$ cat src/rtl/debounce_pkg.sv
// Shared constants and counter-width helper for the debounce_bank slice.
package debounce_pkg;

    localparam int DEFAULT_TICK_DIV     = 100000;
    localparam int DEFAULT_STABLE_TICKS = 20;
    localparam int DEFAULT_HOLD_TICKS   = 1000;

    function automatic int cnt_width(input int n);
        return $clog2(n + 1);
    endfunction

endpackage

$ cat src/rtl/debounce_tick.sv
// Shared tick prescaler: one-cycle tick every TICK_DIV clocks (every cycle when TICK_DIV=1).
module debounce_tick
    import debounce_pkg::*;
#(
    parameter int TICK_DIV = DEFAULT_TICK_DIV
) (
    input  logic CLK100MHZ,
    input  logic rst,
    output logic tick
);

    localparam int             W    = cnt_width(TICK_DIV);
    localparam logic [W-1:0]   LAST = W'(TICK_DIV - 1);

    logic [W-1:0] cnt;

    always_ff @(posedge CLK100MHZ or posedge rst) begin
        if (rst) begin
            cnt <= '0;
        end else if (cnt == LAST) begin
            cnt <= '0;
        end else begin
            cnt <= cnt + W'(1);
        end
    end

    assign tick = (cnt == LAST);

endmodule

$ cat src/rtl/debounce_bank.sv
// Multi-channel button debouncer with press/release strobes; long-press hold
// strobes are built only when DEBOUNCE_HOLD_EN is defined.
module debounce_bank
    import debounce_pkg::*;
#(
    parameter int CHANNELS     = 4,
    parameter int TICK_DIV     = DEFAULT_TICK_DIV,
    parameter int STABLE_TICKS = DEFAULT_STABLE_TICKS,
    parameter int HOLD_TICKS   = DEFAULT_HOLD_TICKS
) (
    input  logic                CLK100MHZ,
    input  logic                rst,
    input  logic [CHANNELS-1:0] btn_in,
    output logic [CHANNELS-1:0] level,
    output logic [CHANNELS-1:0] press,
    output logic [CHANNELS-1:0] rel,
    output logic [CHANNELS-1:0] hold
);

    localparam int            CW       = cnt_width(STABLE_TICKS);
    localparam logic [CW-1:0] CNT_LAST = CW'(STABLE_TICKS - 1);

    if (CHANNELS < 1 || TICK_DIV < 1 || STABLE_TICKS < 1 || HOLD_TICKS < 1) begin : g_param_check
        $error("debounce_bank: all parameters must be at least 1");
    end

    logic                tick;
    logic [CHANNELS-1:0] sync_a;
    logic [CHANNELS-1:0] sync_b;

    debounce_tick #(
        .TICK_DIV (TICK_DIV)
    ) u_tick (
        .CLK100MHZ (CLK100MHZ),
        .rst       (rst),
        .tick      (tick)
    );

    always_ff @(posedge CLK100MHZ or posedge rst) begin
        if (rst) begin
            sync_a <= '0;
            sync_b <= '0;
        end else begin
            sync_a <= btn_in;
            sync_b <= sync_a;
        end
    end

    for (genvar i = 0; i < CHANNELS; i++) begin : g_ch
        logic [CW-1:0] cnt;
        logic          lvl_r;
        logic          press_r;
        logic          rel_r;

        // Any cycle where the input agrees with the level restarts qualification.
        always_ff @(posedge CLK100MHZ or posedge rst) begin
            if (rst) begin
                cnt     <= '0;
                lvl_r   <= 1'b0;
                press_r <= 1'b0;
                rel_r   <= 1'b0;
            end else begin
                press_r <= 1'b0;
                rel_r   <= 1'b0;
                if (sync_b[i] == lvl_r) begin
                    cnt <= '0;
                end else if (tick) begin
                    if (cnt == CNT_LAST) begin
                        cnt     <= '0;
                        lvl_r   <= sync_b[i];
                        press_r <= sync_b[i];
                        rel_r   <= ~sync_b[i];
                    end else begin
                        cnt <= cnt + CW'(1);
                    end
                end
            end
        end

        assign level[i] = lvl_r;
        assign press[i] = press_r;
        assign rel[i]   = rel_r;

`ifdef DEBOUNCE_HOLD_EN
        localparam int            HW        = cnt_width(HOLD_TICKS);
        localparam logic [HW-1:0] HOLD_LAST = HW'(HOLD_TICKS);
        localparam logic [HW-1:0] HOLD_PRE  = HW'(HOLD_TICKS - 1);

        logic [HW-1:0] hcnt;
        logic          hold_r;

        // Saturating at HOLD_LAST gives one hold per press with no auto-repeat.
        always_ff @(posedge CLK100MHZ or posedge rst) begin
            if (rst) begin
                hcnt   <= '0;
                hold_r <= 1'b0;
            end else begin
                hold_r <= 1'b0;
                if (!lvl_r) begin
                    hcnt <= '0;
                end else if (tick && hcnt != HOLD_LAST) begin
                    hcnt   <= hcnt + HW'(1);
                    hold_r <= (hcnt == HOLD_PRE);
                end
            end
        end

        assign hold[i] = hold_r;
`else
        assign hold[i] = 1'b0;
`endif
    end

endmodule
$ cat config.mk
export PLATFORM = sky130hd
export DESIGN_NAME = debounce_bank
export DESIGN_NICKNAME = d
export VERILOG_FILES = /design/src/rtl/debounce_pkg.sv /design/src/rtl/debounce_tick.sv /design/src/rtl/debounce_bank.sv
export SDC_FILE = /design/constraint.sdc
export NUM_CORES = 1
export LEC_CHECK = 0
export ABC_AREA = 1
export BUFFER_PORTS_ARGS = -buffer_cell sky130_fd_sc_hd__buf_2
export CORE_ASPECT_RATIO = 2
export CORE_UTILIZATION = 50
export CTS_CLUSTER_SIZE = 25
export DETAILED_ROUTE_END_ITERATION = 16
export GPL_ROUTABILITY_DRIVEN = 0
export PLACE_DENSITY = 0.68
export SLEW_MARGIN = 20
export SYNTH_ARGS = -nofsm -noshare
export SYNTH_HDL_FRONTEND = slang
export SYNTH_SLANG_ARGS = --single-unit
$ cat constraint.sdc
create_clock -name CLK100MHZ -period 2.97 [get_ports CLK100MHZ]
set_input_delay 0.297 -clock CLK100MHZ [delete_from_list [all_inputs] [get_ports CLK100MHZ]]
set_output_delay 0.297 -clock CLK100MHZ [all_outputs]
set_load 0.02 [all_outputs]
==> results.toml, run 1 <==
[critical_path]
arrival_ns = 2.10
cp_max_fo = 24
critical_path_class = "reg -> reg"
worst_r2r_endpoint = "u_tick.cnt[7]$_DFF_PP0_"
crit_family = "simple AND/OR/NAND/NOR gates"
path_cells = "inv_1 -> nand3_1 -> nor2_2 -> nand3_2 -> o211ai_1 -> inv_1"
crit_slowest_cell = "nand3_2"
end_kind = "flip-flop"
reg2reg_depth = 6
path_common_cell = "inv_1"
crit_path_max_incr_delay_ns = 0.49
cp_data_required_time_ns = 3.18
worstReg2RegStart = "u_tick.cnt[8]$_DFF_PP0_"
r2r_slack_ns = 1.08
path_buf_inv = 2
cp-start-kind = "flip-flop"

[sta]
fin_hold_ws_ns = 0.0740
finalCritPeriodShare = 0.635
max_slew.worst_pin.slew_ns = 0.894
drv_slew = 0
relSlewSlack = 0.402
finalSetupViolations = 0
min_period_ns = 1.89
max_freq_mhz = 530
hold_violations = 0
setup_ws_ns = 1.08
finClkSkew_ns = 0.00597
setup_tns_ns = 0
rsz0062_at_grt = "no"

[floorplanning]
coreArea_um2 = 5710
die_w_um = 56.3
initial_core_util = 0.516
rows = 39
fp.dieH_um = 111
io_pins = 22
dieArea_um2 = 6220

[synthesis]
synth_area_leaders = "dfrtp_1 (48%), nand3_1 (10%), nand2_1 (8.4%)"
ys_seq_area_frac = 0.484
syn_inst = 356
yosysWarnings = 0
yosys.area.top_type = "dfrtp_1"
netlist.area_leader.share = 0.484
post_synth_num_cell_types = 23
synth.cell_area_um2 = 2950
syn_area_per_cell_um2 = 8.27
yosys_register_bits = 57

[hold_path]
whs_path_depth = 1
worstHoldStart = "btn_in[0]"
hold-path-endpoint = "sync_a[0]$_DFF_PP0_"
min-delay-path-class = "in -> reg"

[routing]
vias = 2362
final_antenna_net_count = 0
via_per_inst = 5.44
routedWlPerCell_um = 14.2
drc = 0
drtIter0Drc = 94
drtPass1Iterations = 4
wirelength_um = 6150

[placed_design]
dp_hpwl_um = 4390
dp_cells = 418
dpl_cell_area_um2 = 2990
dp_worst_setup_slack_ns = 1.11
portBuffers = 17

[clock_tree]
insertion_delay_ns = 0.33
cts_made_buffers = 9
clockRootBuffer = "clkbuf_16"
tritoncts = "built"
post_cts_resize_count = 0
hold_buffers = 0
postCtsSetupBuffers = 0
cts_max_level = 3
clockBufferDepth = 2
clock_sinks = 57
clkSlewWorstSetupHoldPaths_ns = 0.06

[grt]
grt_pass1_vias = 2415
grt_overflow = 0
grt_usage = 0.221
antenna_found_initial = 0
grt_max_degree = 40
grt_pass1_wl_um = 10500

[pwr]
finalPower_mw = 1.95
power_density_nw_per_um2 = 587
power.leakage_nw = 1.72
peakVddDrop_mv = 0.503

[final_layout]
nets = 379
final_cells = 434
final_util = 0.581
drive_gt1_frac = 0.137
diodes = 0
final_common_cell = "nand2_1"
finish.instance_area_um2 = 3320
synthToLayoutAreaGrowth_pct = 12.7
final_cell_mix = "nand2_1 (66), nand3_1 (59), dfrtp_1 (57)"

[run]
maxCapViolCount = 0

[run_status]
status = "finished, final reports clean"
## worst max path at each step
| stage | slack, ns | to | start | depth (start not counted) |
|---|---|---|---|---|
| 2_1_floorplan | 1.27 | g_ch[0].cnt[0]$_DFFE_PP0P_ | rst | 1 |
| 3_3_place_gp | 1.12 | u_tick.cnt[7]$_DFF_PP0_ | u_tick.cnt[8]$_DFF_PP0_ | 6 |
| 3_5_place_dp | 1.11 | u_tick.cnt[7]$_DFF_PP0_ | u_tick.cnt[5]$_DFF_PP0_ | 6 |
| 4_1_cts | 1.10 | u_tick.cnt[7]$_DFF_PP0_ | u_tick.cnt[5]$_DFF_PP0_ | 6 |
| 5_1_grt | 0.88 | u_tick.cnt[7]$_DFF_PP0_ | u_tick.cnt[5]$_DFF_PP0_ | 6 |
| 6_report | 1.08 | u_tick.cnt[7]$_DFF_PP0_ | u_tick.cnt[8]$_DFF_PP0_ | 6 |
## state kept, by name (all words and copies together) (netlist names)
name	cells
u_tick.cnt	17
sync_a	4
sync_b	4
g_ch.rel_r	4
g_ch.cnt	20
g_ch.lvl_r	4
g_ch.press_r	4
## power breakdown
| group | internal [mW] | switching (mW) | total, mW |
|---|---|---|---|
| clock network | 0.742 | 0.376 | 1.12 |
| logic | 0.00821 | 0.0326 | 0.0408 |
| registers | 0.783 | 0.00455 | 0.787 |
| total | 1.53 | 0.414 | 1.95 |
## synth_stat cells
master    number
o211ai_1       1
xnor2_1        7
nand2_1       66
buf_4         17
inv_2          3
buf_6          1
nand4_1       15
nand2_2        1
conb_1         1
inv_1         30
nor3_1        11
nand3_2        1
nor2_2         4
a21oi_1        2
nor3_2         2
nor3b_1        1
nor2_1        47
buf_2          7
xor2_1        13
nand3_1       59
ha_1           5
o21ai_0        5
dfrtp_1       57
## routing by layer
layer	part of all wire	vias up	routed length, um	track usage
met2	0.56	57	3420	0.408
li1	-	1163	-	-
met4	0.046	0	284	0.138
met1	0.37	1120	2280	0.214
met3	0.025	22	156	0.0457
met5	0	-	0	0
## cell families (layout without fill, tap and decap cells)
logic type | after synthesis | after routing | synth area share
and+or+nand+nor | 207 | 207 | 0.318
buffers and inverters | 58 | 72 | 0.101
DFF | 57 | 57 | 0.484
xor gates and xnor gates | 20 | 20 | 0.0595
AOI/OAI and AO/OA | 8 | 8 | 0.0144
adders and majority gates | 5 | 5 | 0.0212
other | 1 | 4 | 0.00127
## layout make-up
class	instances	area, um^2
well taps	61	76.3
inverters	33	124
clock inverters	7	104
fillers	530	2390
clock buffers	9	225
repair buffers	23	130
flip-flops and latches	57	1430
multi-input cells	244	1230
Note: power is estimated with default switching activity, not from simulation.
==> run 2, diff against run 1 <==
==> constraint.sdc (replaced) <==
create_clock -name CLK100MHZ -period 1.9 [get_ports CLK100MHZ]
set_input_delay 0.19 -clock CLK100MHZ [delete_from_list [all_inputs] [get_ports CLK100MHZ]]
set_output_delay 0.19 -clock CLK100MHZ [all_outputs]
set_load 0.02 [all_outputs]
==> run 2 against run 1 <==
  * Sequential share of layout area down 1.9 points
  * Core utilization up 2.7 points
  * First-iteration DRC count down 6.4%
  * Critical endpoint is now g_ch[2].cnt[1]$_DFFE_PP0P_
  * Largest cell class unchanged
  * Critical path type unchanged
  * Setup slack worse by 0.81 ns
  * Die area unchanged
  * Clock skew up 0.0016 ns
  * Combinational power up 82%
==> results.toml, run 2 (synthesis gave the netlist of run 1 again) <==
[run_status]
status = "finished, final reports clean"

[grt]
grt_pass1_vias = 2366
grt_overflow = 0
antenna_found_initial = 0
grt_max_degree = 58
grt_usage = 0.235
grt_pass1_wl_um = 11100

[pwr]
peakVddDrop_mv = 1.34
pwr-share-comb = 0.024
power_density_nw_per_um2 = 883
finalPower_mw = 3.06
internal-power_mw = 2.46
power.leakage_nw = 1.80
switching_share = 0.197
clkPwrFrac = 0.574
p_seq_frac = 0.402
power.net_switching_mw = 0.605

[final_layout]
multiInputGateArea_um2 = 1230
final_cell_mix = "nand2_1 (66), nand3_1 (59), dfrtp_1 (57)"
final_util = 0.608
largest_register = "g_ch.cnt"
synthToLayoutAreaGrowth_pct = 17.8
largest_reg_flops = 20
nets = 394
final_cells = 449
reg.largest.list = "g_ch.cnt (20), u_tick.cnt (17)"
seq_area_um2 = 1430
fill_cells = 527
final_common_cell = "nand2_1"
diodes = 0
drive_gt1_frac = 0.157

[sta]
finClkSkew_ns = 0.00762
drv_slew = 0
fin_hold_ws_ns = 0.346
min_period_ns = 1.62
setup_tns_ns = 0
max_freq_mhz = 616
rsz0062_at_grt = "no"
max_slew.worst_pin.slew_ns = 0.510
finalCritPeriodShare = 0.855
hold_violations = 0
relSlewSlack = 0.657
finalSetupViolations = 0

[critical_path]
arrival_ns = 1.84
end_kind = "flip-flop"
cp_data_required_time_ns = 2.11
cp-start-kind = "flip-flop"
cp_max_fo = 10
critical_path_class = "reg -> reg"
startpoint = "u_tick.cnt[0]$_DFF_PP0_"
worstReg2RegStart = "u_tick.cnt[0]$_DFF_PP0_"

[clock_tree]
clockRootBuffer = "clkbuf_16"
hold_buffers = 5
insertion_delay_ns = 0.33
clockBufferDepth = 2
cts_made_buffers = 9
clock_sinks = 57
tritoncts = "built"
postCtsSetupBuffers = 0
clkSlewWorstSetupHoldPaths_ns = 0.05
cts_max_level = 3
post_cts_resize_count = 0

[hold_path]
worstHoldStart = "sync_a[2]$_DFF_PP0_"
min-delay-path-class = "reg -> reg"

[floorplanning]
die_w_um = 56.3
fp.dieH_um = 111
coreArea_um2 = 5710
dieArea_um2 = 6220
initial_core_util = 0.516
io_pins = 22
rows = 39

[routing]
vias = 2445
drtPass1Iterations = 4
drc = 0
final_antenna_net_count = 0
wirelength_um = 6420
routedWlPerCell_um = 14.3
via_per_inst = 5.45
drtIter0Drc = 88

[placed_design]
dp_hpwl_um = 4550
portBuffers = 17
dp_cells = 428

[run]
maxCapViolCount = 0
## run 2: cell count changes in the layout (fill, tap and decap cells not counted)
cell,delta
clkinv_2,+2
clkinv_4,-4
buf_12,+2
clkinvlp_4,+1
buf_4,+8
clkbuf_8,+2
inv_6,-1
dlygate4sd3_1,+5
## run 2: worst max-delay path: stages (launching register included)
cell and delay (ns):
dfrtp_1 0.36, ha_1 0.18, nand2_1 0.11, inv_2 0.08, nand2_2 0.07, nor2_1 0.13, nand3_2 0.20, buf_4 0.25
nand3_1 0.08, nand2_1 0.05
## run 2: worst paths after layout
kind                            slack (ns)                    endpoint  cells after the start
worst max register to register        0.28  g_ch[2].cnt[1]$_DFFE_PP0P_                      9
worst min-delay path                  0.35         sync_b[2]$_DFF_PP0_                      0
min in group asynchronous             0.46  g_ch[0].cnt[3]$_DFFE_PP0P_                      4
worst max-delay path                  0.28  g_ch[2].cnt[1]$_DFFE_PP0P_                      9
max in group asynchronous             1.17   g_ch[0].press_r$_DFF_PP0_                      4
worst min register to register        0.35         sync_b[2]$_DFF_PP0_                      0
## run 2: stage by stage
| stage | setup slack, ns | area [um^2] |
|---|---|---|
| 3_5_place_dp | 0.276 | 3090 |
| 2_1_floorplan | 0.310 | 2960 |
| 4_1_cts | 0.245 | 3470 |
| 6_report | 0.276 | 3470 |
| 5_1_grt | 0.0865 | 3470 |
| 3_3_place_gp | 0.309 | 3090 |
## run 2: metal layers
layer / GRT usage / share of wire / wire (um)
met1: 0.264 / 0.37 / 2380
met2: 0.398 / 0.56 / 3590
met3: 0.0539 / 0.028 / 178
met4: 0.138 / 0.044 / 281
met5: 0 / 0 / 0
## run 2: power groups by stage
stage          Sequential, mW  Combinational (mW)  Clock, mW
2_1_floorplan            1.25              0.0484          0
3_3_place_gp             1.25              0.0670          0
3_5_place_dp             1.25              0.0680          0
4_1_cts                  1.23              0.0756       1.77
5_1_grt                  1.23              0.0844       1.83
6_report                 1.23              0.0744       1.76
## run 2: area by class of cell
type	instances	share of cell area
Multi-Input combinational cell	244	0.355
Sequential cell	57	0.411
Tap cell	61	0.0220
Timing Repair Buffer	38	0.0808
Inverter	33	0.0357
Clock buffer	11	0.0728
Clock inverter	5	0.0224
